[config.mk]
export PLATFORM = sky130hd
export DESIGN_NAME = pwm_output_stage_flat
export DESIGN_NICKNAME = d
export VERILOG_FILES = /design/src/rtl/pwm_output_stage_if.sv /design/src/rtl/pwm_output_stage.sv /design/src/flat_wrapper.sv
export SDC_FILE = /design/constraint.sdc
export NUM_CORES = 1
export LEC_CHECK = 0
export ABC_AREA = 1
export CORE_AREA = 5 5 106 108
export CTS_CLUSTER_DIAMETER = 30
export DETAILED_ROUTE_END_ITERATION = 8
export DIE_AREA = 0 0 111 113
export MAX_ROUTING_LAYER = met4
export PLACE_DENSITY = 0.44
export SYNTH_ARGS = -nofsm -noshare
export SYNTH_HDL_FRONTEND = slang
export SYNTH_SLANG_ARGS = --single-unit
[constraint.sdc]
create_clock -name clk -period 2.8 [get_ports clk]
set_input_delay 0.28 -clock clk [delete_from_list [all_inputs] [get_ports clk]]
set_output_delay 0.28 -clock clk [all_outputs]
set_load 0.02 [all_outputs]
[src/rtl/pwm_output_stage_if.sv]
// rtl/pwm_output_stage_if.sv - configuration and pin-drive bundle between the register block and the PWM output stage
interface pwm_output_stage_if;
    logic [7:0]  en_reg_out_7_0;
    logic [7:0]  en_reg_out_15_8;
    logic [7:0]  en_reg_pwm_7_0;
    logic [7:0]  en_reg_pwm_15_8;
    logic [7:0]  pwm_duty_cycle;
    logic [15:0] out;
    logic        period_start;

    modport master (
        output en_reg_out_7_0,
        output en_reg_out_15_8,
        output en_reg_pwm_7_0,
        output en_reg_pwm_15_8,
        output pwm_duty_cycle,
        input  out,
        input  period_start
    );

    modport slave (
        input  en_reg_out_7_0,
        input  en_reg_out_15_8,
        input  en_reg_pwm_7_0,
        input  en_reg_pwm_15_8,
        input  pwm_duty_cycle,
        output out,
        output period_start
    );
endinterface

[src/rtl/pwm_output_stage.sv]
// rtl/pwm_output_stage.sv - 16-pin output stage, each pin forced low, forced high or driven by a shared 8-bit PWM
module pwm_output_stage #(
    parameter int CLK_DIV = 13
) (
    input  logic                 clk,
    input  logic                 rst_n,
    pwm_output_stage_if.slave    bus
);
    localparam logic [15:0] DIV_LAST = 16'(CLK_DIV - 1);

    logic [15:0] r_presc;
    logic [7:0]  r_pcnt;
    logic [7:0]  r_duty_sh;
    logic [15:0] r_out;
    logic        r_period_start;

    logic        w_tick;
    logic        w_wrap;
    logic        w_pwm_sig;
    logic [15:0] w_en_out;
    logic [15:0] w_en_pwm;
    logic [15:0] w_drive;

    assign w_tick    = (r_presc == DIV_LAST);
    assign w_wrap    = w_tick && (r_pcnt == 8'hFF);
    // Full-scale duty is a true 100%, not 255/256.
    assign w_pwm_sig = (r_duty_sh == 8'hFF) || (r_pcnt < r_duty_sh);

    assign w_en_out = {bus.en_reg_out_15_8, bus.en_reg_out_7_0};
    assign w_en_pwm = {bus.en_reg_pwm_15_8, bus.en_reg_pwm_7_0};
    assign w_drive  = w_en_out & (~w_en_pwm | {16{w_pwm_sig}});

    always_ff @(posedge clk or negedge rst_n) begin
        if (!rst_n) begin
            r_presc        <= 16'd0;
            r_pcnt         <= 8'd0;
            r_duty_sh      <= 8'd0;
            r_out          <= 16'h0000;
            r_period_start <= 1'b0;
        end else begin
            r_presc <= w_tick ? 16'd0 : r_presc + 16'd1;
            if (w_tick) begin
                r_pcnt <= r_pcnt + 8'd1;
            end
            // Duty only changes at the wrap so a period is never truncated.
            if (w_wrap) begin
                r_duty_sh <= bus.pwm_duty_cycle;
            end
            r_out          <= w_drive;
            r_period_start <= w_wrap;
        end
    end

    assign bus.out          = r_out;
    assign bus.period_start = r_period_start;
endmodule

[src/flat_wrapper.sv]
// flat-port wrapper written by rule: the top's interface ports become plain ports
module pwm_output_stage_flat 
#(
    parameter int CLK_DIV = 13
)
  (clk, rst_n, bus_en_reg_out_7_0, bus_en_reg_out_15_8, bus_en_reg_pwm_7_0, bus_en_reg_pwm_15_8, bus_pwm_duty_cycle, bus_out, bus_period_start);
  pwm_output_stage_if bus_i ();
  input  logic clk;
  input  logic rst_n;
  input wire logic [$bits(bus_i.en_reg_out_7_0)-1:0] bus_en_reg_out_7_0;
  input wire logic [$bits(bus_i.en_reg_out_15_8)-1:0] bus_en_reg_out_15_8;
  input wire logic [$bits(bus_i.en_reg_pwm_7_0)-1:0] bus_en_reg_pwm_7_0;
  input wire logic [$bits(bus_i.en_reg_pwm_15_8)-1:0] bus_en_reg_pwm_15_8;
  input wire logic [$bits(bus_i.pwm_duty_cycle)-1:0] bus_pwm_duty_cycle;
  output wire logic [$bits(bus_i.out)-1:0] bus_out;
  output wire logic [$bits(bus_i.period_start)-1:0] bus_period_start;
  assign bus_i.en_reg_out_7_0 = bus_en_reg_out_7_0;
  assign bus_i.en_reg_out_15_8 = bus_en_reg_out_15_8;
  assign bus_i.en_reg_pwm_7_0 = bus_en_reg_pwm_7_0;
  assign bus_i.en_reg_pwm_15_8 = bus_en_reg_pwm_15_8;
  assign bus_i.pwm_duty_cycle = bus_pwm_duty_cycle;
  assign bus_out = bus_i.out;
  assign bus_period_start = bus_i.period_start;
  pwm_output_stage #(.CLK_DIV(CLK_DIV)) u_core (.clk(clk), .rst_n(rst_n), .bus(bus_i));
endmodule
==> results.cfg <==
[cells_and_area]
syn_to_final_growth_pct = 34.2
multiInputGateArea_sq_mm = 0.00101
final_nets = 400
mostFrequentLayoutCells = 65 x nand2_1, 57 x clkdlybuf4s50_1, 51 x inv_1
final_cells = 485
n_fill_cell = 1103
antennaDiodeCount = 0
drive_above_1_share = 0.0831
final_util = 0.326
regArea_sq_mm = 0.00123
design_area_sq_mm = 0.00331
layout_commonest_cell = nand2_1

[synth]
ys_types = 27
syn-cell-area_sq_mm = 0.00247
synth-seq-cells = 49
synth_edf_count = 0
syn-instance-count = 285
synth_ff_type = dfrtp_1
synth_seq_area_share = 0.497
synth_nets = 337
synth.yosys.warnings = 0
async_flop_share = 1.00
syn_area_per_cell_sq_um = 8.65
yosysTopAreaCell = dfrtp_1
yosysTopAreaCellShare = 0.497
synth_area_leaders = dfrtp_1 50%, nand2_1 9.9%, inv_1 7.8%, nand3_1 6.9%, ha_1 5.1%

[drt]
first_pass_iters = 4
drc = 0
drtIter0Drc = 71
wl_per_cell_microns = 11.5
vias = 1958
avgViaCountPerCell = 4.04
ant_nets = 0
finalWirelength_microns = 5560

[power_and_ir_drop]
p_leak_nw = 1.70
powerDensity_mw_per_mm2 = 415
ir_drop_v = 0.000243

[clocking]
clk_pin_slew_ns = 0.10
root_buffer = clkbuf_8
ctsHoldBuffers = 0
ctsHtreeMaxLevel = 2
cts_made_buffers = 5
ctsResizeCount = 0
cts_setup_buffers = 0
clock_sinks = 49
clk_latency_ns = 0.30
cts_tree = yes
cts.path.max_buffers = 2

[floorplan]
core_area_sq_mm = 0.0101
start_util = 0.243
die_area_sq_mm = 0.0125
io-pin-count = 59
die_x_microns = 111
die_h_microns = 113
rows = 37

[setup_path]
worstPathRequired_ns = 3.00
slowest_delay_ns = 0.47
path_common_cell = nand2_1
critPathTopFamily = simple AND/OR/NAND/NOR gates
cp_slowest_cell = dfrtp_1
start_kind = flop
path_buf_inv = 1
worstRegToRegCells = 7
crit_chain = ha_1 > a21oi_1 > o21a_1 > nand2_1 > nand3_1 > nand2_1 > inv_1
path_class = reg2reg
crit_path_end_kind = flop
cp.arrival_ns = 1.99
cp_max_fo = 16
path_depth = 7

[global_route]
grt_max_degree = 50
met1_usage = 0.119
grt_pass1_wl_microns = 10000
grt_util_all_layers = 0.0991
grt_pass1_vias = 2166
grt-ovfl-total = 0
grt_busiest_layer = met2
antenna_found_initial = 0
grt.met3_usage = 0.0417
use_met2 = 0.155

[sta]
min_period_over_period = 0.639
setup_violations = 0
clock.fmax_mhz = 559
final.setup_skew_ns = 0.00988
worst_pin_slew_ns = 0.648
rsz0062_at_grt = no
slew_headroom = 0.568
finalHoldViolations = 0
fin_tns_setup_ns = 0
drv_slew = 0
fin_crit_ns = 1.79

[placement]
port_buffers = 58
dp_hpwl_microns = 4280
place_congestion = 0.742
dp_cells = 477
place_area_sq_mm = 0.00319

[min_path]
hold_class = in2async

[job]
max_cap_violations = 0

[run_status]
status = completed
through the flow:
stage | worst slack, ns | hold slack (ns) | total power, W
after CTS | 0.976 | 0.103 | 0.00140
final | 1.01 | 0.0687 | 0.00137
after detailed placement | 0.992 | 0.445 | 0.000861
after floorplan | 1.31 | -0.0156 | 0.000760
after global routing | 0.770 | 0.150 | 0.00144
after global placement | 0.972 | 0.438 | 0.000861
report_power, final:
| part | internal, W | switching (W) | leakage (nW) | total (W) |
|---|---|---|---|---|
| combinational | 0.0000734 | 0.0000484 | 1.06 | 0.000122 |
| sequential | 0.000719 | 0.00000292 | 0.586 | 0.000721 |
| clock | 0.000292 | 0.000237 | 0.0585 | 0.000529 |
| total | 0.00108 | 0.000289 | 1.70 | 0.00137 |
flip-flops by register name, summed over array words and instances (netlist names):
register	count
u_core.r_duty_sh	8
u_core.bus.period_start	1
u_core.bus.out	16
u_core.r_pcnt	8
u_core.r_presc	16
layout make-up:
class | instances | share of cell area
multi-input combinational | 178 | 0.304
timing repair buffer | 59 | 0.176
sequential | 49 | 0.371
clock buffer | 7 | 0.0261
inverter | 55 | 0.0624
clock inverter | 1 | 0.00907
tap | 136 | 0.0514
kinds of logic after synthesis:
family | synth area share
DFF | 0.497
and+or+nand+nor | 0.282
adders and majority gates | 0.0507
xor gates and xnor gates | 0.0497
buffers and inverters | 0.0944
AOI/OAI and AO/OA | 0.0264
synthesized netlist by cell type, types with 2 or more instances:
cell and count:
o21ai_2 2, buf_4 2, nand2_2 4, nor2_1 17
a21oi_1 3, ha_1 10, o21ai_1 4, dfrtp_1 49
nor2_4 2, nor3_1 2, inv_2 4, inv_1 51
xor2_1 12, nor2_2 3, xnor2_1 2, nand2_1 65
nand3_1 34, nand4_1 10
metal layers:
| metal | vias up | routed length, microns |
|---|---|---|
| met5 | - | 0 |
| met4 | 0 | 46 |
| met3 | 5 | 466 |
| met2 | 57 | 2510 |
| met1 | 886 | 2530 |
| li1 | 1010 | - |
final timing paths:
check                               startpoint                   to  slack (ns)
setup / recovery              u_core.r_pcnt[5]   u_core.bus.out[12]        1.01
hold / removal                           rst_n   u_core.r_presc[10]        0.07
setup reg to reg              u_core.r_pcnt[5]   u_core.bus.out[12]        1.01
hold reg to reg            u_core.r_duty_sh[2]  u_core.r_duty_sh[2]        0.47
max in group asynchronous                rst_n    u_core.r_presc[1]        2.28
min in group clk           u_core.r_duty_sh[2]  u_core.r_duty_sh[2]        0.47
(Power assumes the default switching activity.)
